<file path="config.mk">
export PLATFORM = sky130hd
export DESIGN_NAME = apb_mem_slave
export DESIGN_NICKNAME = d
export VERILOG_FILES = /design/src/rtl/apb_mem_slave.sv
export SDC_FILE = /design/constraint.sdc
export NUM_CORES = 1
export LEC_CHECK = 0
export CAP_MARGIN = 20
export CORE_MARGIN = 1
export CORE_UTILIZATION = 40
export CTS_BUF_LIST = sky130_fd_sc_hd__clkbuf_8
export DETAILED_ROUTE_END_ITERATION = 7
export GPL_TIMING_DRIVEN = 0
export PLACE_DENSITY_LB_ADDON = 0.12
export SETUP_SLACK_MARGIN = 0.02
export SKIP_LAST_GASP = 1
export SYNTH_ARGS = -nofsm -noshare
export SYNTH_HDL_FRONTEND = slang
export SYNTH_SLANG_ARGS = --single-unit
</file>
<file path="constraint.sdc">
create_clock -name P_clk -period 3.7 [get_ports P_clk]
set_clock_uncertainty 0.05 [all_clocks]
set_input_delay 0.37 -clock P_clk [delete_from_list [all_inputs] [get_ports P_clk]]
set_output_delay 0.37 -clock P_clk [all_outputs]
set_load 0.01 [all_outputs]
</file>
<file path="src/rtl/apb_mem_slave.sv">
// apb_mem_slave: APB completer backed by a small register-file memory
// Ports: P_clk/P_reset_n clock and async active-low reset; P_sel/P_enable/P_write/P_addr/P_wdata
// from the master; P_rdata/P_ready/P_slverr registered response; err_count saturating error tally.
module apb_mem_slave #(
  parameter int ADDR_width  = 4,
  parameter int DATA_width  = 8,
  parameter int MEM_depth   = 12,
  parameter int WAIT_cycles = 1
) (
  input  logic                  P_clk,
  input  logic                  P_reset_n,
  input  logic                  P_sel,
  input  logic                  P_enable,
  input  logic                  P_write,
  input  logic [ADDR_width-1:0] P_addr,
  input  logic [DATA_width-1:0] P_wdata,
  output logic [DATA_width-1:0] P_rdata,
  output logic                  P_ready,
  output logic                  P_slverr,
  output logic [7:0]            err_count
);
  typedef enum logic [1:0] {IDLE, WAIT, RESP} state_t;
  state_t                state_q, state_d;
  logic [3:0]            cnt_q, cnt_d;
  logic [ADDR_width-1:0] addr_q, addr_d;
  logic                  write_q, write_d;
  logic [DATA_width-1:0] wdata_q, wdata_d;
  logic [DATA_width-1:0] rdata_q, rdata_d;
  logic                  ready_q, ready_d;
  logic                  slverr_q, slverr_d;
  logic [7:0]            err_cnt_q, err_cnt_d;
  logic [DATA_width-1:0] mem_q [MEM_depth];
  logic [DATA_width-1:0] mem_d [MEM_depth];
  logic                  err;
  assign err       = int'(addr_q) >= MEM_depth;
  assign P_rdata   = rdata_q;
  assign P_ready   = ready_q;
  assign P_slverr  = slverr_q;
  assign err_count = err_cnt_q;
  always_comb begin
    state_d   = state_q;
    cnt_d     = cnt_q;
    addr_d    = addr_q;
    write_d   = write_q;
    wdata_d   = wdata_q;
    rdata_d   = rdata_q;
    ready_d   = 1'b0;
    slverr_d  = 1'b0;
    err_cnt_d = err_cnt_q;
    mem_d     = mem_q;
    case (state_q)
      IDLE: if (P_sel) begin
        addr_d  = P_addr;
        write_d = P_write;
        wdata_d = P_wdata;
        cnt_d   = 4'(WAIT_cycles);
        state_d = WAIT;
      end
      WAIT: if (!P_sel) state_d = IDLE;
      else if (cnt_q != 4'd0) cnt_d = cnt_q - 4'd1;
      else if (P_enable) begin
        if (write_q && !err) mem_d[addr_q] = wdata_q;
        if (!write_q) rdata_d = err ? '0 : mem_q[addr_q];
        ready_d  = 1'b1;
        slverr_d = err;
        if (err && err_cnt_q != 8'hFF) err_cnt_d = err_cnt_q + 8'd1;
        state_d  = RESP;
      end
      default: state_d = IDLE;
    endcase
  end
  always_ff @(posedge P_clk or negedge P_reset_n) begin
    if (!P_reset_n) begin
      state_q   <= IDLE;
      cnt_q     <= '0;
      addr_q    <= '0;
      write_q   <= 1'b0;
      wdata_q   <= '0;
      rdata_q   <= '0;
      ready_q   <= 1'b0;
      slverr_q  <= 1'b0;
      err_cnt_q <= '0;
      mem_q     <= '{default: '0};
    end else begin
      state_q   <= state_d;
      cnt_q     <= cnt_d;
      addr_q    <= addr_d;
      write_q   <= write_d;
      wdata_q   <= wdata_d;
      rdata_q   <= rdata_d;
      ready_q   <= ready_d;
      slverr_q  <= slverr_d;
      err_cnt_q <= err_cnt_d;
      mem_q     <= mem_d;
    end
  end
endmodule

</file>
After elaboration in Yosys (flattened, before gate mapping)
Index checks and enable logic that the tools add are counted.
- register bits after elaboration: 133
- output and inout port bits: 18
- input bits: 17
- multiplexer cells: 24
- order comparisons: 3
- add/sub/neg operators: 2
- reductions and logical operators: 13
- bitwise logic cells: 3
- eq/ne operators: 7
- operators with widths (cell ; count):
    96-bit bitwise mux ; 1
    8-bit binary-select mux with 4-bit select ; 1
    8-bit demux with 4-bit select ; 1
    8-bit two-way mux ; 4
    5-bit AND reduction ; 3
    4-bit two-way mux ; 3
    8-bit by 1-bit adder with 8-bit output, second input constant ; 1
    1-bit two-way mux ; 8
    2-bit two-way mux ; 4
    8-bit != test, second input constant ; 1
    4-bit case mux with 2 select lines ; 1
    2-bit != test, second input constant ; 3
    3-bit != test, second input constant ; 2
    5-bit greater-or-equal comparator, second input constant ; 1
    5-bit by 1-bit < comparator with 1-bit output, second input constant ; 1
    4-bit inverter with 5-bit output ; 1
    4-bit greater-or-equal comparator, second input constant ; 1
    2-bit case mux with 2 select lines ; 1
    4-bit AND reduction ; 1
    4-bit nonzero test ; 1
    4-bit by 1-bit subtractor with 4-bit output, second input constant ; 1
    1-bit logical AND ; 3
    3-bit AND reduction ; 1
    2-bit by 1-bit == test with 1-bit output, second input constant ; 1
    5 further kinds ; 6

Logic depth before layout (Yosys ltp)
Gate-level depths: netlist of the first run.
- depth in word-level cells: 6
- mapped depth: 8
- gate-level depth less buffers: 7

Worst setup path before layout of the first run
Ideal clock, no wire load.
- kind: register -> register
- start point: register cnt_q[0]
- end point: register mem_q[64] in the netlist's numbering
- path buffers: 2
- setup time: 0.125 ns
- setup slack: 1.305 ns
- arrival time: 2.220 ns
- data required time: 3.525 ns
- stages on the path, launching flop included: 9
- path through: dfrtp_1 -> inv_1 -> ha_1 -> or3b_1 -> buf_6 -> or3_4 -> buf_12 -> nor2_8 -> mux2_4
- cells in the longest elaborated chain, start to end: 3
- ends and longest elaborated chain (what ; RTL line ; text):
    start, declared ; 24 ; logic [3:0] cnt_q, cnt_d;
    start signal, assigned ; 86 ; cnt_q <= cnt_d;
    4-bit nonzero test ; 60 ; else if (cnt_q != 4'd0) cnt_d = cnt_q - 4'd1;
    1-bit inverter (no line) ; -- ;
    5-bit AND reduction (no line) ; -- ;
    end signal, assigned ; 94 ; mem_q <= mem_d;
    end, declared ; 32 ; logic [DATA_width-1:0] mem_q [MEM_depth];
Every way passes these cells.
A chain may end at the register's enable or synchronous reset.

Worst setup path after layout of the first run
- start point: register cnt_q[0]
- end point: register mem_q[22] in the netlist's numbering
The elaborated chain is that of the path after synthesis.

==> impl_metrics.env, run 1 <==
export IMPL_routed_via_count=3537
export IMPL_reg2reg_depth=6
export IMPL_grt_pass1_vias=3773
export IMPL_synth_xor_area_share_pct=0.8461
export IMPL_drt_initial_drc_count=177
export IMPL_min_path_type="in -> async"
export IMPL_drt_wl_total_um=13330
export IMPL_synth_distinct_cells=52
export IMPL_instances_no_fill=658
export IMPL_p_leak_nw=3.421
export IMPL_synth_nets=421
export IMPL_cp_required_ns=3.99
export IMPL_start_util_pct=40.86
export IMPL_critPathCaptureType="flip-flop"
export IMPL_r2r_setup_slack_ns=0.90
export IMPL_cts_inserted_buffers=17
export IMPL_cpMaxStageDelayCell="nor3b_4"
export IMPL_place_congestion=0.7417
export IMPL_rsz0062_at_grt="false"
export IMPL_worst_slew_pin_slew_ns=0.9087
export IMPL_grt_pass1_wl_um=21400
export IMPL_critPathKind="reg -> reg"
export IMPL_via_per_inst=5.375
export IMPL_antenna_found_initial=0
export IMPL_clkTransAtPathRegs_ns=0.07
export IMPL_cts_buffer_depth=2
export IMPL_clock_sinks=133
export IMPL_min_period_ns=2.803
export IMPL_fp_dieArea_um2=16030
export IMPL_yosys_warnings=0
export IMPL_placed_cells=625
export IMPL_portBuffers=34
export IMPL_seq_area_frac_synth_pct=53.59
export IMPL_status="finished, final reports clean"
export IMPL_synth_adder_area_share_pct=0.4029
export IMPL_rr_endpoint="mem_q[22]"
export IMPL_ys_async_sr_fraction_pct=100.0
export IMPL_clock_latency_ns=0.45
export IMPL_rows=45
export IMPL_arrival_ns=3.09
export IMPL_synth_top_cell_area_share_pct=53.59
export IMPL_cap_violations=0
export IMPL_routedWlPerCell_um=20.26
export IMPL_synth_mux_area_share_pct=30.24
export IMPL_ir_worst_vdd_uv=265.9
export IMPL_synth_area_um2=6211
export IMPL_synth_edf_count=0
export IMPL_nets=476
export IMPL_grt_max_degree=89
export IMPL_yosysTopAreaCell="dfrtp_1"
export IMPL_root_buffer="clkbuf_8"
export IMPL_die_w_um=126.6
export IMPL_drive_above_1_share_pct=41.06
export IMPL_pin_count=35
export IMPL_syn2layout_area_growth_pct=16.76
export IMPL_dpl_worst_slack_ns=0.6850
export IMPL_htreeDepth=4
export IMPL_final_core_util_pct=47.70
export IMPL_synth_seq_cells=133
export IMPL_timing_fmax_mhz=356.8
export IMPL_min_period_over_period_pct=75.75
export IMPL_slew_headroom_pct=39.42
export IMPL_holdBufCountCts=1
export IMPL_synth_top_family_by_area="multiplexers"
export IMPL_yosysMostFrequentCell="dfrtp_1"
export IMPL_hold_viol=0
export IMPL_syn_inst=402
export IMPL_final_setup_worst_slack_ns=0.8971
export IMPL_cts_resized=0
export IMPL_synth_compound_area_share_pct=3.546
export IMPL_diodes=0
export IMPL_cp_max_fo=8
export IMPL_n_fill_cell=1356
export IMPL_avgSynthCellArea_um2=15.45
export IMPL_first_pass_iters=4
export IMPL_synthTopCellsByArea="dfrtp_1, mux2_2, mux4_2, mux2_4, nor4_4"
export IMPL_slowest_delay_ns=0.58
export IMPL_synth_flop_cell="dfrtp_1"
export IMPL_dp_hpwl_um=8772
export IMPL_power_density_nw_per_um2=555.1
export IMPL_path_cells="inv_1 -> ha_1 -> nor3b_1 -> nand4_2 -> nor3b_4 -> mux2_2"
export IMPL_core_area_um2=15200
export IMPL_drc=0
export IMPL_synth_simple_area_share_pct=8.683
export IMPL_cts_setup_buffers=0
export IMPL_cts_tree="yes"
export IMPL_drv_slew=0
export IMPL_drtAntennaViolNets=0
export IMPL_die_h_um=126.6
export IMPL_worstSetupStartpointType="flip-flop"
export IMPL_reg2reg_from="cnt_q[0]"
export IMPL_grt_overflow_total=0
export IMPL_finalSetupViolCount=0
export IMPL_grt_total_usage_pct=18.46
export IMPL_synth_cells_most_frequent="dfrtp_1, mux2_2, mux4_2"
through the flow:
step / cell area, um2 / power, W / hold slack, ns / TNS [ns]
floorplan: 6211 / 0.002409 / 0.02441 / 0
global placement: 6787 / 0.002747 / 0.4141 / -412.70
detailed placement: 6815 / 0.002780 / 0.2860 / 0
CTS: 7252 / 0.004087 / 0.3653 / 0
global route: 7252 / 0.004255 / 0.3863 / 0
finish: 7252 / 0.004025 / 0.3646 / 0
critical path, delay by kind of cell, from the launching register on:
family | cells | cell delay [ns]
buf+inv | 1 | 0.12
simple gates | 3 | 1.50
fa+ha+maj | 1 | 0.24
mux | 1 | 0.40
flops | 1 | 0.38
worst max-delay path by stage:
stage	from	to	slack [ns]	cells past startpoint
floorplan	cnt_q[0]	mem_q[64]	1.31	8
global placement	P_reset_n	mem_q[33]	-3.12	1
detailed placement	P_sel	wdata_q[4]	0.68	6
CTS	cnt_q[0]	mem_q[22]	0.89	6
global route	cnt_q[0]	mem_q[20]	0.71	6
finish	cnt_q[0]	mem_q[22]	0.90	6
state kept, by name (all words and copies together) (netlist names):
register and count:
mem_q 96, P_rdata 8, err_count 8, wdata_q 8, addr_q 4, cnt_q 4
state_q 2, P_ready 1, P_slverr 1, write_q 1
power by group:
| part | leakage (nW) | total, W | switching (W) | internal [W] |
|---|---|---|---|---|
| logic | 1.40 | 0.000969 | 0.000513 | 0.000456 |
| clock network | 0.221 | 0.00129 | 0.000571 | 0.000720 |
| registers | 1.80 | 0.00177 | 0.000126 | 0.00164 |
cell families after synthesis:
kind of cell    Yosys count
compound gates           30
xor+xnor                  6
fa+ha+maj                 2
buf+inv                  32
flops                   133
mux                     141
simple gates             58
cell usage in the layout (no fill, tap or decap), types with 4 or more instances in the layout:
master / count
buf_2: 5
nor4_4: 5
mux4_2: 24
dfrtp_1: 133
mux2_4: 8
nor2_1: 5
mux2_2: 100
clkbuf_8: 20
nor2_8: 4
xor2_1: 5
nand2_1: 14
mux2i_1: 8
clkbuf_1: 11
clkdlybuf4s50_1: 33
nor3_1: 4
inv_1: 7
o211ai_1: 8
o21a_1: 9
buf_1: 4
metal layers:
| layer | wire (um) | global-route usage (%) | vias up |
|---|---|---|---|
| met4 | 172 | 6.308 | 0 |
| li1 | - | - | 1612 |
| met3 | 428 | 4.597 | 16 |
| met5 | 0 | 0 | - |
| met1 | 6201 | 24.45 | 1850 |
| met2 | 6526 | 29.64 | 59 |
final cells by class:
type                    instances  area (um2)  area share [%]
repair buffers                 36       379.1           5.228
plain buffers                  26       145.1           2.001
clock inverters                12       151.4           2.088
clock buffers                  20       275.3           3.796
well taps                     188       235.2           3.244
flip-flops and latches        133        3328           45.89
multi-input cells             237        2715           37.44
inverters                       6       22.52          0.3106
(Power assumes the default switching activity.)
==> run 2: changes to the inputs <==
clock period = 2.7 ns   (was 3.7 ns; I/O delays follow)
==> impl_metrics.env, run 2 (synthesis gave the netlist of run 1 again) <==
export IMPL_crit_path_end="mem_q[65]"
export IMPL_nets=481
export IMPL_drtAntennaViolNets=0
export IMPL_worstSetupStartpointType="flip-flop"
export IMPL_clock_sinks=133
export IMPL_routed_via_count=3571
export IMPL_ir_worst_vdd_uv=363.6
export IMPL_critPathKind="reg -> reg"
export IMPL_final_cell_mix="dfrtp_1, mux2_2, clkdlybuf4s50_1, mux4_2, clkbuf_8"
export IMPL_cp_max_fo=10
export IMPL_portBuffers=34
export IMPL_status="finished, final reports clean"
export IMPL_arrival_ns=2.86
export IMPL_power_density_nw_per_um2=757.0
export IMPL_largest_register_ffs=96
export IMPL_place_congestion=0.7417
export IMPL_finalSetupViolCount=0
export IMPL_via_per_inst=5.386
export IMPL_rr_endpoint="mem_q[65]"
export IMPL_start_util_pct=40.86
export IMPL_grt_max_degree=89
export IMPL_timing_fmax_mhz=388.2
export IMPL_reg2reg_depth=8
export IMPL_final_core_util_pct=48.18
export IMPL_drive_above_1_share_pct=42.32
export IMPL_min_period_over_period_pct=95.42
export IMPL_drv_slew=0
export IMPL_r2r_setup_slack_ns=0.12
export IMPL_clkTransAtPathRegs_ns=0.07
export IMPL_regMostFlops="mem_q"
export IMPL_drt_wl_total_um=13350
export IMPL_hold_viol=0
export IMPL_cp_required_ns=2.98
export IMPL_final_common_cell="dfrtp_1"
export IMPL_switching_share_pct=30.05
export IMPL_fp_dieArea_um2=16030
export IMPL_critPathCaptureType="flip-flop"
export IMPL_comb_power_share_pct=24.4
export IMPL_drc=0
export IMPL_first_pass_iters=5
export IMPL_htreeDepth=4
export IMPL_antenna_found_initial=0
export IMPL_seqPwrFrac_pct=43.7
export IMPL_crit_start="cnt_q[0]"
export IMPL_pin_count=35
export IMPL_slew_headroom_pct=39.92
export IMPL_cap_violations=0
export IMPL_die_w_um=126.6
export IMPL_syn2layout_area_growth_pct=17.93
export IMPL_dp_hpwl_um=8772
export IMPL_rsz0062_at_grt="false"
export IMPL_cts_inserted_buffers=17
export IMPL_rows=45
export IMPL_core_area_um2=15200
export IMPL_grt_pass1_wl_um=21480
export IMPL_diodes=0
export IMPL_p_sw_w=0.001666
export IMPL_root_buffer="clkbuf_8"
export IMPL_routedWlPerCell_um=20.14
export IMPL_min_period_ns=2.576
export IMPL_cts_buffer_depth=2
export IMPL_cts_tree="yes"
export IMPL_p_int_w=0.003879
export IMPL_grt_overflow_total=0
export IMPL_reg2reg_from="cnt_q[0]"
export IMPL_min_path_type="in -> async"
export IMPL_worst_slew_pin_slew_ns=0.8945
export IMPL_pwr_share_clk_pct=31.9
export IMPL_die_h_um=126.6
export IMPL_clock_latency_ns=0.44
export IMPL_setup_tns_ns=0
export IMPL_drt_initial_drc_count=149
export IMPL_grt_pass1_vias=3796
export IMPL_grt_total_usage_pct=18.50
export IMPL_p_leak_nw=3.453
-- run 2: changes by cell type in the layout (fill, tap and decap cells not counted), sizes merged --
cell    previous run  this run
buf               15        19
clkbuf            31        32
-- run 2: worst min-delay path by stage --
stage | cells after the start | to | slack (ns) | startpoint
final | 2 | cnt_q[3] | 0.26 | P_reset_n
after global routing | 2 | cnt_q[2] | 0.29 | P_reset_n
after CTS | 2 | cnt_q[3] | 0.27 | P_reset_n
after detailed placement | 1 | cnt_q[3] | 0.19 | P_reset_n
after global placement | 1 | mem_q[46] | 0.41 | mem_q[46]
after floorplan | 0 | P_rdata[0] | -0.08 | P_reset_n
-- run 2: metrics by stage --
| stage | power, W | instance area, um2 | hold WS, ns | instances | worst slack [ns] |
|---|---|---|---|---|---|
| final | 0.005544 | 7325 | 0.2637 | 663 | 0.1237 |
| after global routing | 0.005866 | 7325 | 0.2863 | 663 | 0.02720 |
| after CTS | 0.005605 | 7307 | 0.2653 | 663 | 0.03837 |
| after detailed placement | 0.003809 | 6815 | 0.1860 | 625 | -0.2150 |
| after global placement | 0.003765 | 6787 | 0.4141 | 624 | -4.016 |
| after floorplan | 0.003301 | 6211 | -0.07559 | 402 | 0.3052 |
-- run 2: power groups by stage --
| stage | clock network [W] | registers [W] | logic [W] |
|---|---|---|---|
| after global placement | 0 | 0.00245 | 0.00131 |
| final | 0.00177 | 0.00242 | 0.00135 |
| after global routing | 0.00192 | 0.00247 | 0.00148 |
| after detailed placement | 0 | 0.00246 | 0.00135 |
| after floorplan | 0 | 0.00244 | 0.000856 |
| after CTS | 0.00182 | 0.00242 | 0.00136 |
-- run 2: timing repair --
| item | 4_1_cts | 5_1_grt |
|---|---|---|
| hold buffers | 1 | 0 |
| buffers inserted | 5 | 0 |
| pin swaps | 2 | 6 |
| endpoints found under the hold margin | 45 | 0 |
| endpoints found under the setup margin | 40 | 59 |
| resized for setup | 1 | 4 |
-- run 2: cell type report --
type / count / area [um2]
Fill cell: 1346 / 7878
Inverter: 6 / 22.52
Sequential cell: 133 / 3328
Multi-Input combinational cell: 237 / 2735
Buffer: 26 / 147.6
Timing Repair Buffer: 41 / 429.2
Clock inverter: 12 / 151.4
Clock buffer: 20 / 275.3
Tap cell: 188 / 235.2
-- run 2: layer usage --
layer	GRT usage [%]	vias up	wire length, um
met3	4.597	17	394
met1	24.45	1868	6236
met2	29.80	59	6545
li1	-	1627	-
met5	0	-	0
met4	6.308	0	178
-- run 2: critical path, stage by stage, from the launching register on --
cell and delay [ns]:
dfrtp_1 0.38, inv_1 0.15, ha_4 0.18, or3b_4 0.39
buf_6 0.18, or3_4 0.38, buf_12 0.16, nor2_8 0.25
mux2_4 0.33
